File: config.mk
export PLATFORM = sky130hd
export DESIGN_NAME = move_controller
export DESIGN_NICKNAME = d
export VERILOG_FILES = /design/src/rtl/chess_pkg.sv /design/src/rtl/cursor_nav.sv /design/src/rtl/move_controller.sv
export SDC_FILE = /design/constraint.sdc
export NUM_CORES = 1
export LEC_CHECK = 0
export BUFFER_PORTS_ARGS = -buffer_cell sky130_fd_sc_hd__buf_2
export CELL_PAD_IN_SITES_DETAIL_PLACEMENT = 0
export CELL_PAD_IN_SITES_GLOBAL_PLACEMENT = 1
export CORE_MARGIN = 2
export CORE_UTILIZATION = 35
export CTS_CLUSTER_SIZE = 40
export DETAILED_ROUTE_END_ITERATION = 12
export PLACE_DENSITY = 0.63
export SYNTH_ARGS = -nofsm -noshare
export SYNTH_HDL_FRONTEND = slang
export SYNTH_SLANG_ARGS = --single-unit
File: constraint.sdc
create_clock -name clk_6p25 -period 3.8 [get_ports clk_6p25]
set_input_delay 0.76 -clock clk_6p25 [delete_from_list [all_inputs] [get_ports clk_6p25]]
set_output_delay 0.76 -clock clk_6p25 [all_outputs]
set_load 0.05 [all_outputs]
File: src/rtl/chess_pkg.sv
// rtl/chess_pkg.sv - piece codes, cell/state types and board helpers for move_controller
package chess_pkg;

  typedef enum logic [2:0] {
    EMPTY  = 3'd0,
    PAWN   = 3'd1,
    BISHOP = 3'd2,
    KNIGHT = 3'd3,
    ROOK   = 3'd4,
    QUEEN  = 3'd5,
    KING   = 3'd6
  } piece_t;

  localparam logic WHITE = 1'b0;
  localparam logic BLACK = 1'b1;

  typedef struct packed {
    logic   colour;
    piece_t kind;
  } cell_t;

  typedef enum logic [1:0] {S_IDLE, S_REQ, S_PICKED, S_COMMIT} state_t;

  function automatic logic [5:0] sq_idx(input logic [2:0] x, input logic [2:0] y);
    return {y, x};
  endfunction

  // Start position: black on rows 0-1, white on rows 6-7.
  function automatic cell_t start_cell(input logic [5:0] idx);
    piece_t back;
    cell_t  c;
    case (idx[2:0])
      3'd0, 3'd7: back = ROOK;
      3'd1, 3'd6: back = KNIGHT;
      3'd2, 3'd5: back = BISHOP;
      3'd3:       back = QUEEN;
      default:    back = KING;
    endcase
    case (idx[5:3])
      3'd0:    c = '{BLACK, back};
      3'd1:    c = '{BLACK, PAWN};
      3'd6:    c = '{WHITE, PAWN};
      3'd7:    c = '{WHITE, back};
      default: c = '{WHITE, EMPTY};
    endcase
    return c;
  endfunction

endpackage

File: src/rtl/cursor_nav.sv
// rtl/cursor_nav.sv - button priority, wrap-around cursor registers and blink divider
module cursor_nav #(
  parameter int BLINK_DIV = 25_000_000
) (
  input  logic       clk_6p25,
  input  logic       rst_n,
  input  logic       enable,
  input  logic       btn_up,
  input  logic       btn_down,
  input  logic       btn_left,
  input  logic       btn_right,
  input  logic       btn_centre,
  output logic [2:0] cursor_x,
  output logic [2:0] cursor_y,
  output logic       cursor_blink,
  output logic       centre
);

  localparam int CW = $clog2(BLINK_DIV);

  logic [CW-1:0] blink_cnt;

  assign centre = enable & btn_centre;

  always_ff @(posedge clk_6p25) begin
    if (!rst_n) begin
      cursor_x     <= 3'd4;
      cursor_y     <= 3'd6;
      cursor_blink <= 1'b0;
      blink_cnt    <= '0;
    end else begin
      // Centre outranks every direction, so a centre press freezes the cursor.
      if (enable && !btn_centre) begin
        if (btn_up)         cursor_y <= cursor_y - 3'd1;
        else if (btn_down)  cursor_y <= cursor_y + 3'd1;
        else if (btn_left)  cursor_x <= cursor_x - 3'd1;
        else if (btn_right) cursor_x <= cursor_x + 3'd1;
      end
      if (blink_cnt == CW'(BLINK_DIV - 1)) begin
        blink_cnt    <= '0;
        cursor_blink <= ~cursor_blink;
      end else begin
        blink_cnt <= blink_cnt + CW'(1);
      end
    end
  end

endmodule

File: src/rtl/move_controller.sv
// rtl/move_controller.sv - board owner and select/query/commit FSM; PROMOTION_EN enables pawn promotion
module move_controller
  import chess_pkg::*;
#(
  parameter int REQ_TIMEOUT = 1023,
  parameter int BLINK_DIV   = 25_000_000
) (
  input  logic        clk_6p25,
  input  logic        rst_n,
  input  logic        btn_up,
  input  logic        btn_down,
  input  logic        btn_left,
  input  logic        btn_right,
  input  logic        btn_centre,
  input  logic        avail_valid,
  input  logic [63:0] avail_mask,
  input  logic [5:0]  cell_rd_idx,
  output logic        sel_req,
  output logic [2:0]  sel_x,
  output logic [2:0]  sel_y,
  output logic [2:0]  cursor_x,
  output logic [2:0]  cursor_y,
  output logic        cursor_blink,
  output logic [63:0] avail_array,
  output logic [2:0]  old_x,
  output logic [2:0]  old_y,
  output logic [2:0]  new_x,
  output logic [2:0]  new_y,
  output logic [2:0]  piece,
  output logic        colour,
  output logic        move_valid,
  output logic        turn,
  output logic [3:0]  cell_rd_data
);

  localparam int TW = $clog2(REQ_TIMEOUT + 1);

  cell_t         board [64];
  state_t        state;
  logic [TW-1:0] req_timer;
  logic          centre;
  cell_t         cur_cell;
  cell_t         src_cell;
  piece_t        moved_kind;

  cursor_nav #(.BLINK_DIV(BLINK_DIV)) u_nav (
    .clk_6p25     (clk_6p25),
    .rst_n        (rst_n),
    .enable       (state == S_IDLE || state == S_PICKED),
    .btn_up       (btn_up),
    .btn_down     (btn_down),
    .btn_left     (btn_left),
    .btn_right    (btn_right),
    .btn_centre   (btn_centre),
    .cursor_x     (cursor_x),
    .cursor_y     (cursor_y),
    .cursor_blink (cursor_blink),
    .centre       (centre)
  );

  assign cur_cell     = board[sq_idx(cursor_x, cursor_y)];
  assign src_cell     = board[sq_idx(sel_x, sel_y)];
  assign cell_rd_data = board[cell_rd_idx];

  always_comb begin
    moved_kind = src_cell.kind;
`ifdef PROMOTION_EN
    if (src_cell.kind == PAWN &&
        ((src_cell.colour == WHITE && cursor_y == 3'd0) ||
         (src_cell.colour == BLACK && cursor_y == 3'd7)))
      moved_kind = QUEEN;
`endif
  end

  // Move outputs and turn update when leaving PICKED; the board write lands one cycle later.
  always_ff @(posedge clk_6p25) begin
    if (!rst_n) begin
      for (int i = 0; i < 64; i++) board[i] <= start_cell(6'(i));
      state       <= S_IDLE;
      req_timer   <= '0;
      sel_req     <= 1'b0;
      sel_x       <= '0;
      sel_y       <= '0;
      avail_array <= '0;
      old_x       <= '0;
      old_y       <= '0;
      new_x       <= '0;
      new_y       <= '0;
      piece       <= '0;
      colour      <= 1'b0;
      move_valid  <= 1'b0;
      turn        <= 1'b0;
    end else begin
      sel_req    <= 1'b0;
      move_valid <= 1'b0;
      case (state)
        S_IDLE: begin
          if (centre && cur_cell.kind != EMPTY && cur_cell.colour == turn) begin
            sel_x     <= cursor_x;
            sel_y     <= cursor_y;
            sel_req   <= 1'b1;
            req_timer <= '0;
            state     <= S_REQ;
          end
        end
        S_REQ: begin
          if (avail_valid) begin
            if (avail_mask != '0) begin
              avail_array <= avail_mask;
              state       <= S_PICKED;
            end else begin
              state <= S_IDLE;
            end
          end else if (req_timer == TW'(REQ_TIMEOUT - 1)) begin
            state <= S_IDLE;
          end else begin
            req_timer <= req_timer + TW'(1);
          end
        end
        S_PICKED: begin
          if (centre) begin
            if (cursor_x == sel_x && cursor_y == sel_y) begin
              avail_array <= '0;
              state       <= S_IDLE;
            end else if (avail_array[sq_idx(cursor_x, cursor_y)]) begin
              old_x       <= sel_x;
              old_y       <= sel_y;
              new_x       <= cursor_x;
              new_y       <= cursor_y;
              piece       <= moved_kind;
              colour      <= src_cell.colour;
              move_valid  <= 1'b1;
              turn        <= ~turn;
              avail_array <= '0;
              state       <= S_COMMIT;
            end
          end
        end
        S_COMMIT: begin
          board[sq_idx(new_x, new_y)] <= '{colour, piece_t'(piece)};
          board[sq_idx(old_x, old_y)] <= '{WHITE, EMPTY};
          state                       <= S_IDLE;
        end
        default: state <= S_IDLE;
      endcase
    end
  end

endmodule

After elaboration in Yosys (flattened, before gate mapping)
Memory sizes are Yosys's and may differ from the RTL's. A register that Yosys moved wholly into a read port is not among the register bits.
Cells that the tools add are included.
{ "word_totals": {"word_cells": 124, "reg_bits": 129, "out_inout_bits": 100, "mem_count": 1, "mem_bits_rw": 256, "input_bits": 78} }
{ "op_classes": {"n_lt_le_gt_ge": 1, "n_mux": 49, "add_sub_neg": 6, "n_eq_ne": 16, "bitwise": 9, "reduce_logical": 26} }
{ "memory_table": {"columns": ["name", "depth", "width", "rd", "rd_clocked_by_memory_dff", "write_ports", "line", "rtl"], "rows": [
  ["board", 64, 4, 3, 1, 64, "move_controller.sv:38", "cell_t board [64];"]
]} }
{ "op_table": {"columns": ["operator", "n"], "rows": [
  ["2-to-1 mux 64 bit", 5],
  ["one-hot mux 64 bit (2 select lines)", 1],
  ["nonzero test 64 bit", 1],
  ["2-to-1 mux 4 bit", 15],
  ["2-to-1 mux 10 bit", 3],
  ["adder 25 x 1 -> 25 bit (second input constant)", 1],
  ["== test 25 bit (second input constant)", 1],
  ["one-hot mux 10 bit (2 select lines)", 1],
  ["AND reduction 4 bit", 4],
  ["2-to-1 mux 2 bit", 7],
  ["2-to-1 mux 3 bit", 4],
  ["2-to-1 mux 6 bit", 2],
  ["OR reduction 4 bit", 3],
  ["adder 10 x 1 -> 10 bit (second input constant)", 1],
  ["== test 10 bit (second input constant)", 1],
  ["!= test 2 bit (second input constant)", 5],
  ["2-to-1 mux 1 bit", 9],
  ["inverter 1 bit", 8],
  ["one-hot mux 2 bit (4 select lines)", 1],
  ["nonzero test 2 bit", 4],
  ["less-than comparator 6 x 7 -> 1 bit (second input constant)", 1],
  ["adder 3 x 1 -> 3 bit (second input constant)", 2],
  ["binary-select mux 1 bit (select 6 bit)", 1],
  ["== test 3 bit", 2],
  ["other kinds (16)", 24]
]} }

Logic depth before layout (Yosys ltp)
Gate-level depths: netlist of run 1.
{ "logic_depth": {"depth_word": 7, "ltp_mapped": 12, "depth_no_buf": 10} }

By module
A second synthesis of run 1 with hierarchy kept.
{ "unflattened": {"cells_unflattened": 2509, "area_unflattened_um2": 22186.3} }
{ "by_module_without_submodules": {"columns": ["module", "seq_area_each_um2", "area_per_inst_um2", "cells_per_inst", "n_inst"], "rows": [
  ["move_controller", 7146.9, 20642.3, 2334, 1],
  ["cursor_nav", 640.6, 1544.0, 175, 1]
]} }

Least setup slack after synthesis of run 1
OpenSTA, ideal clock, no wires.
{ "synth_timing": {"path_kind": "in2out", "start": "in cell_rd_idx[0]", "end": "out cell_rd_data[1]", "path_slack_ns": -0.277, "stages": 5, "t_arrival_ns": 3.317, "path_buffers": 2, "path_cell_list": "clkbuf_1 > buf_1 > mux4_2 > mux4_2 > mux4_2"} }
{ "synth_between": {"elab_chain_len": 1} }
{ "synth_rtl": {"columns": ["item", "line", "rtl"], "rows": [
  ["from (decl)", "move_controller.sv:17", "input logic [5:0] cell_rd_idx,"],
  ["memory read (64 x 4 bit)", null, null],
  ["to (decl)", "move_controller.sv:33", "output logic [3:0] cell_rd_data"]
]} }
Every way passes these cells.

Worst setup path in the final report of run 1
{ "layout_timing": {"start": "in cell_rd_idx[1]", "end": "out cell_rd_data[0]"} }
Same word-level chain as after synthesis.

==> results of run 1 <==
==> critical path: stages <==
cell	delay [ns]
buf_2	0.32
buf_12	0.23
mux4_2	0.32
mux4_2	0.56
mux4_2	0.53
buf_2	0.24
==> per-layer routing <==
layer / vias up / share of wire, % / global-route usage (%) / wire (um)
li1: 8889 / - / - / -
met1: 10204 / 39 / 37.1 / 36300
met2: 1179 / 45 / 45.9 / 42200
met3: 274 / 10 / 7.21 / 9370
met4: 0 / 5.3 / 14.1 / 4930
met5: - / 0 / 0 / 0
==> state kept, by name, indices dropped and copies added, names as in the netlist <==
signal and cells:
board 256, avail_array 64, u_nav.blink_cnt 25, req_timer 10, new_x 3, new_y 3, old_x 3, old_y 3
piece 3, sel_x 3, sel_y 3, u_nav.cursor_x 3, u_nav.cursor_y 3, state 2, colour 1, move_valid 1
sel_req 1, turn 1, u_nav.cursor_blink 1
==> synthesized netlist by cell type (5+ instances only) <==
library cell,instances
nor2b_1,6
nor3_1,49
and3_1,13
dfxtp_1,389
o211ai_1,7
a21oi_1,271
nor4_1,37
buf_1,46
a22o_1,65
nor4b_1,9
o22ai_1,10
buf_2,18
nand3_1,234
xor2_1,21
nand2b_1,6
a31oi_1,7
nand2_1,357
nand4_1,9
nor2_1,233
o311ai_0,6
buf_6,8
o41ai_1,9
and2_1,8
buf_4,7
clkbuf_1,96
xnor2_1,16
mux2i_1,37
a211oi_1,6
inv_1,16
a22oi_1,5
or3_1,11
mux4_2,203
o21ai_0,55
==> report_power, final <==
part | total [mW] | leakage (nW) | switching (mW) | internal (mW)
Combinational | 1.21 | 4.70 | 0.787 | 0.427
Sequential | 4.23 | 3.14 | 0.0859 | 4.14
Clock | 4.60 | 0.749 | 1.90 | 2.70
==> kinds of logic after synthesis <==
group                    Yosys count
XOR/XNOR                          37
multiplexers                     245
flip-flops                       389
AND/OR/NAND/NOR                  993
adder cells (fa/ha/maj)            5
buffers and inverters            195
AO/OA/AOI/OAI                    457
==> how the worst max path moves through the flow <==
stage                       to  slack [ns]  cells after the start
2_1_floorplan  cell_rd_data[3]       0.003                      5
3_3_place_gp   cell_rd_data[2]        0.05                      6
3_5_place_dp   cell_rd_data[2]        0.04                      6
4_1_cts        cell_rd_data[2]        0.04                      6
5_1_grt        cell_rd_data[2]        0.05                      6
6_report       cell_rd_data[0]        0.05                      6
==> area by class of cell <==
cell class	instances	area (um2)	share of cell area, %
diodes	4	10.0	0.0405
clock buffers	67	1330	5.38
clock inverters	14	205	0.830
inverters	18	67.6	0.273
multi-input cells	1737	12600	50.9
flip-flops and latches	389	7810	31.6
well taps	782	978	3.96
repair buffers	264	1730	7.01
==> per-stage QoR <==
step / instance area, um2 / cells / hold WS (ns)
floorplan: 21200 / 2321 / 0.418
global placement: 23100 / 3188 / 0.430
detailed placement: 23100 / 3188 / 0.435
CTS: 24700 / 3269 / 0.363
global route: 24700 / 3273 / 0.382
finish: 24700 / 3275 / 0.376
==> what timing repair did <==
item                                    4_1_cts  5_1_grt
hold buffers                                  0        0
endpoints found under the setup margin        0        2
gates resized for setup                       0        4
==> metrics, run 1 <==
Yosys warnings 0; PnR Total Power between 10 and 15 mW; global-route wire length before repair between 100000 and 150000 um; Tmin final around 3.7 ns; clk buf depth 3; R2R depth 10; Filler cells around 6000; die height 250 um; post-route core utilization 41.1%; Seq/Total Area, Yosys a little under two fifths; routed wire length per instance 28.3 um; Final WS setup 0.0547 ns; status finished clean; reg-to-reg setup timing slack 0.23 ns; final hold violations 0; largest net degree at the start of global routing 83; row cnt 90; Adder-Cell Fraction of Synth Area less than 1%; share of the synthesized area in the top cell type 36.7%; Crit Path Category in -> out; area leader, netlist dfxtp_1; Synth Cell Area approximately 0.021 mm2; gpl congestion 1.00; CP Data Arrival Time between 2 and 3 ns; leakage around 8.6 nW; commonest non-fill, non-tap cells in the layout 380 x dfxtp_1, 357 x nand2_1, 271 x a21oi_1; root buffer cell clkbuf_16; Req. time, crit path about 3 ns; Avg Inst Size Synth 9.14 um2; cell count after synthesis ~2300; Critical Path Source cell_rd_idx[1]; drt via density 6.27; largest family of logic cells by synthesized area multiplexers; dominant synthesized flop cell dfxtp_1; clock sink total between 300 and 400; Slew HR 19.0%; Total GRT Usage ~29%; peak supply drop 0.307 mV; Post-synth EDFFs 0; CTS clk-pin slew, worst paths about 0.060 ns; number of global-route vias before repair just under 20000; routed via count approximately 21000; latest clock arrival within the worst-skew pair 0.62 ns; Slew Limit Fails 0; worst reg2reg path startpoint u_nav.cursor_x[0]; XOR/XNOR Fraction of Synth Area 1.53%; 1st-pass router iterations 6; Routed WL 92800 um; core area 0.0601 mm2; HP Start avail_mask[18]; CTS tree yes; Die Wd about 250 um; crit end category primary output; Yosys reg bits slightly below 400; Place WS 0.0390 ns; PD cells 406 mW/mm2; Layout Nets 2539; proportion of synthesized area in mux cells 23.7%; I/O pins 178; asr flop ratio synth 0%; Cell variety after synth 62; die area 0.0626 mm2; Hold Path Cell Cnt 2; Slew @ Worst Pin 1.21 ns; IO buf count 177; Fmax 267 MHz; Setup Skew between 0.02 and 0.03 ns; postcts setup bufs 0; commonest non-fill, non-tap cell in the layout dfxtp_1; Synth Net Count 2404; Setup crit start kind primary input; global route overflow 0; Initial Util 35.3%; worst hold path class in -> reg; final setup TNS 0 ns; Inserted Clock Buffers 46; hpwl dp 64800 um; top area cells in the synthesized netlist dfxtp_1 37%, mux4_2 22%, a21oi_1 6.4%; max_cap viols 0; initial antenna violation count 4; Reg2Reg Capture Point req_timer[6]; Synth Area in Compound Gates 12.8%; Max H-tree Level 2; Final ANT Viol Nets 0; DRC 0; Synth Area in Simple Gates a little over a fifth; WHS Endpoint avail_array[18]; Tcrit/Tclk final 98.6%; initial DRC count 2358; area growth from synthesis to layout 16.5%; crit-path max FO 21; Final setup viols 0; RSZ-0062 raised after global routing false; layout cell share with drive strength beyond 1 22.5%
(Power assumes the default switching activity.)
==> inputs of run 2 (changes only) <==
--- a/config.mk
+++ b/config.mk
@@ -9,10 +9,10 @@
 export CELL_PAD_IN_SITES_DETAIL_PLACEMENT = 0
 export CELL_PAD_IN_SITES_GLOBAL_PLACEMENT = 1
 export CORE_MARGIN = 2
-export CORE_UTILIZATION = 35
+export CORE_UTILIZATION = 42
 export CTS_CLUSTER_SIZE = 40
 export DETAILED_ROUTE_END_ITERATION = 12
-export PLACE_DENSITY = 0.63
+export PLACE_DENSITY = 0.73
 export SYNTH_ARGS = -nofsm -noshare
 export SYNTH_HDL_FRONTEND = slang
 export SYNTH_SLANG_ARGS = --single-unit
==> constraint.sdc (replaced) <==
create_clock -name clk_6p25 -period 3.8 [get_ports clk_6p25]
set_input_delay 0.19 -clock clk_6p25 [delete_from_list [all_inputs] [get_ports clk_6p25]]
set_output_delay 0.19 -clock clk_6p25 [all_outputs]
set_load 0.05 [all_outputs]
==> run 2 against run 1 <==
Non-clock buffer count is 30 higher. Design area is 0.66% higher. Clock power is 2% higher. Final cell count shrank 2.6%. Setup slack improved by 0.40 ns. Sequential share of layout area fell by 0.21 points. Power rose by 0.71%. Via count rose by 1.1%. Sequential power barely moved.
==> metrics, run 2 (synthesized netlist as in run 1, its figures left out) <==
Routed WL 86800 um; Worst path top cell family by delay compound AO/OA/AOI/OAI gates; latest clock arrival within the worst-skew pair 0.60 ns; drt via density approximately 6.5; IO buf count 177; Final WS setup 0.451 ns; CTS tree yes; Inserted Clock Buffers 45; CP max stage delay 0.65 ns; post-cts resize count 0; peak supply drop roughly 0.27 mV; Slew HR 18.6%; Final ANT Viol Nets 0; row cnt slightly above 80; CP Data Arrival Time about 3.8 ns; die height 229 um; crit-path max FO 22; Slew @ Worst Pin 1.21 ns; initial antenna violation count 1; global route overflow 0; commonest non-fill, non-tap cells in the layout 380 x dfxtp_1, 357 x nand2_1, 271 x a21oi_1; area growth from synthesis to layout 17.3%; routed via count 20779; PD cells 406 mW/mm2; CP cell instances buf_4 > and2_1 > o21ai_0 > a21oi_1 > o41ai_1 > a211oi_1 > o21ai_1 > buf_4 > nor2_1 > buf_4 > o21ai_0; Tmin final 3.35 ns; Worst path slowest cell dfxtp_2; Setup Skew approximately 0.025 ns; Filler cells between 4000 and 5000; Layout Nets 2568; clk buf depth 3; crit end category register; global-route wire length before repair 127000 um; DRC 0; reg-to-reg setup timing slack 0.45 ns; final hold violations 0; register with the most flip-flops board; I/O pins 178; core area 0.0500 mm2; Place WS between 0.5 and 0.6 ns; Tcrit/Tclk final between 80% and 90%; number of global-route vias before repair 19366; Total GRT Usage 32.2%; routed wire length per instance 27.2 um; initial DRC count 3000; RSZ-0062 raised after global routing false; WP buf/inv 3; Crit Path Category reg -> reg; Slew Limit Fails 0; 1st-pass router iterations 6; Final setup viols 0; status finished clean; most used cell, CP buf_4; number of flip-flops under the largest register name 256; largest registers board: 256 flops, avail_array: 64 flops, u_nav.blink_cnt: 25 flops; layout cell share with drive strength beyond 1 21.0%; die area ~0.052 mm2; post-cts hold buffer count 64; Die Wd 229 um; clock sink total just under 400; commonest non-fill, non-tap cell in the layout dfxtp_1; gpl congestion 0.977; worst hold path class in -> reg; Hold WS 0.0417 ns; area of placed instances 0.0227 mm2; leakage around 8.7 nW; root buffer cell clkbuf_16; Max H-tree Level 2; largest net degree at the start of global routing 85; hpwl dp 58300 um; Initial Util 42.5%; Req. time, crit path 4.27 ns; final setup TNS 0 ns; Fmax 299 MHz; CTS clk-pin slew, worst paths 0.06 ns; Final Cell Area 0.0249 mm2; Setup crit start kind register; max_cap viols 0; postcts setup bufs 0
[run 2: cell types whose count changed in the layout (fill, tap and decap cells not counted), sizes merged]
cell / change
buf: -31
bufinv: +1
clkbuf: -5
clkinv: +1
clkinvlp: -2
diode: -3
dlygate4sd3: +64
inv: -1
[run 2: per-stage QoR]
| stage | instances | total power [mW] | utilization (%) |
|---|---|---|---|
| 2_1_floorplan | 2321 | 5.09 | - |
| 3_3_place_gp | 3046 | 5.44 | 45.4 |
| 3_5_place_dp | 3046 | 5.45 | 45.4 |
| 4_1_cts | 3188 | 10.1 | 49.8 |
| 5_1_grt | 3188 | 10.3 | 49.8 |
| 6_report | 3189 | 10.1 | 49.8 |
[run 2: final timing paths]
kind / from / to / depth (start not counted)
hold reg to reg: u_nav.blink_cnt[0] / u_nav.blink_cnt[0] / 1
setup reg to reg: u_nav.cursor_x[2] / req_timer[4] / 11
hold / removal: btn_centre / state[1] / 4
setup / recovery: u_nav.cursor_x[2] / req_timer[4] / 11
[run 2: final cells by class]
class                   count  area, um2  area share [%]
repair buffers            294       2020            8.12
inverters                  18       67.6           0.271
well taps                 672        841            3.38
multi-input cells        1737      12600            50.6
clock inverters            13        194           0.779
clock buffers              65       1360            5.48
diodes                      1       2.50          0.0101
flip-flops and latches    389       7810            31.4
[run 2: worst reg2reg max path: cells and delay by family, from the launching register on]
kind | cells | cell delay (ns)
AND/OR/NAND/NOR | 2 | 0.58
flip-flops | 1 | 0.65
buffers and inverters | 3 | 0.80
AO/OA/AOI/OAI | 6 | 1.19
[run 2: routing by layer]
layer | up-vias | share of wire [%] | track usage [%]
met5 | - | 0 | 0
met3 | 307 | 12 | 8.35
met2 | 1441 | 45 | 49.7
li1 | 8943 | - | -
met4 | 0 | 5.7 | 16.9
met1 | 10088 | 38 | 41.5
[run 2: where the power goes]
part / total (mW) / internal, mW / switching, mW
Sequential: 4.26 / 4.14 / 0.117
Clock: 4.68 / 2.81 / 1.86
Combinational: 1.18 / 0.437 / 0.743
==> inputs of run 3 (changes only) <==
--- a/config.mk
+++ b/config.mk
@@ -12,6 +12,7 @@
 export CORE_UTILIZATION = 42
 export CTS_CLUSTER_SIZE = 40
 export DETAILED_ROUTE_END_ITERATION = 12
+export GPL_TIMING_DRIVEN = 0
 export PLACE_DENSITY = 0.73
 export SYNTH_ARGS = -nofsm -noshare
 export SYNTH_HDL_FRONTEND = slang
==> run 3 against run 2 <==
Die area did not move. Sequential share of layout area fell by 0.46 points. Core utilization rose by 0.61 points. Non-clock buffer count rose by 123. Highest routed layer is now met5. Critical path depth rose by 1. Design area rose by 1.2%. The flow now finishes with violations (capacitance limit, slew limit). Register-to-register slack got worse by 0.44 ns.
==> metrics, run 3 (synthesized netlist as in run 1, its figures left out) <==
Fmax 264 MHz; 1st-pass router iterations 8; die area between 0.05 and 0.06 mm2; routed via count approximately 22000; most used cell, CP buf_4; final hold violations 0; WP buf/inv 5; area growth from synthesis to layout 18.7%; routing usage on met1 between 50% and 60%; Max H-tree Level 2; die height around 230 um; largest registers board: 256 flops, avail_array: 64 flops, u_nav.blink_cnt: 25 flops; number of flip-flops under the largest register name around 260; crit end category register; Setup Skew 0.0190 ns; core area 0.0500 mm2; gpl congestion 1.03; RSZ-0062 raised after global routing false; CTS tree yes; global-route wire length before repair 147000 um; crit-path max FO 10; initial DRC count between 3000 and 4000; CP cell instances buf_6 > buf_4 > buf_4 > clkbuf_4 > o311ai_0 > a21oi_1 > o41ai_2 > a211oi_2 > o21ai_1 > nor2_1 > buf_2 > o21ai_0; peak supply drop 0.351 mV; Setup crit start kind register; met3 Resource Use GR 12.1%; clk buf depth 3; commonest non-fill, non-tap cells in the layout 389 x dfxtp_1, 357 x nand2_1, 271 x a21oi_1; Slew Limit Fails 18; Total GRT Usage 39.0%; IO buf count 173; Final ANT Viol Nets 0; routed wire length per instance 31.4 um; status finished, violations left; latest clock arrival within the worst-skew pair 0.61 ns; CP Data Arrival Time 4.26 ns; met2 GRT Util between 50% and 60%; largest net degree at the start of global routing 20; Routed WL 104000 um; Tmin final roughly 3.8 ns; Inserted Clock Buffers 46; layout cell share with drive strength beyond 1 19.9%; Worst path top cell family by delay buffers and inverters; Layout Nets 2692; drt via density ~6.7; register with the most flip-flops board; leakage approximately 8.8 nW; max_cap viols 2; DRC 0; Req. time, crit path between 4 and 5 ns; Slew HR -7.93%; clock sink total 389; number of global-route vias before repair 20651; row cnt 82; failing checks capacitance limit, slew limit; Final setup viols 0; post-route core utilization 50.4%; Initial Util 42.5%; initial antenna violation count 5; GR peak layer met2; global route overflow 0; root buffer cell clkbuf_16; Tcrit/Tclk final 99.7%; Crit Path Category reg -> reg; CP max stage delay 0.53 ns; Slew @ Worst Pin 1.62 ns; Worst path slowest cell dfxtp_1; commonest non-fill, non-tap cell in the layout dfxtp_1; PnR Total Power between 10 and 15 mW; Die Wd approximately 230 um; CTS clk-pin slew, worst paths around 0.070 ns; PD cells 402 mW/mm2; worst hold path class in -> reg; I/O pins 178; hpwl dp about 74000 um
[run 3: cell types whose count changed in the layout (fill, tap and decap cells not counted), sizes merged]
cell,change
clkbuf,+108
buf,+14
clkinvlp,+4
bufinv,-2
clkinv,+2
clkdlybuf4s15,+1
diode,+1
[run 3: layer usage]
metal / share of wire [%] / wire length (um)
met4: 6.6 / 6920
met3: 13 / 13700
met1: 39 / 40200
met2: 42 / 43500
met5: 0.033 / 34
[run 3: worst paths after layout]
| path | startpoint | to | slack (ns) | depth (start not counted) |
|---|---|---|---|---|
| min | avail_valid | state[1] | 0.008 | 3 |
| max | u_nav.cursor_x[0] | req_timer[4] | 0.01 | 12 |
| min reg2reg | u_nav.blink_cnt[0] | u_nav.blink_cnt[0] | 0.45 | 1 |
| max reg2reg | u_nav.cursor_x[0] | req_timer[4] | 0.01 | 12 |
[run 3: repair_timing]
| item | CTS | global route |
|---|---|---|
| gates resized for setup | 15 | 27 |
| setup endpoints to repair | 100 | 88 |
| setup buffers | 0 | 2 |
| hold buffers | 64 | 0 |
| gates cloned | 0 | 0 |
| hold endpoints to repair | 64 | 0 |
[run 3: metrics by stage]
step	hold WS [ns]	instances	setup slack, ns	area [um2]	setup TNS (ns)
floorplan	0.323	2321	0.690	21200	0
global placement	0.426	3166	-1.67	22900	-84.19
detailed placement	0.425	3168	-0.623	22900	-36.97
CTS	0.00205	3313	0.0202	25100	0
global route	0.0709	3315	0.00180	25200	0
finish	0.00832	3317	0.0113	25200	0
[run 3: cell type report]
cell class / count / area (um2)
Fill cell: 4735 / 24800
Clock buffer: 65 / 1330
Multi-Input combinational cell: 1737 / 12600
Timing Repair Buffer: 241 / 1540
Inverter: 18 / 72.6
Sequential cell: 389 / 7790
Tap cell: 672 / 841
Buffer: 176 / 815
Clock inverter: 17 / 186
Antenna cell: 2 / 5.00
[run 3: where the power goes]
group	internal [mW]	switching, mW	leakage (nW)
Sequential	4.14	0.0692	3.14
Clock	2.64	1.93	0.745
Combinational	0.451	0.895	4.89
[run 3: tightest hold or removal path: stages]
cell	delay [ns]
buf_2	0.11
nor4b_1	0.10
nor3_1	0.17
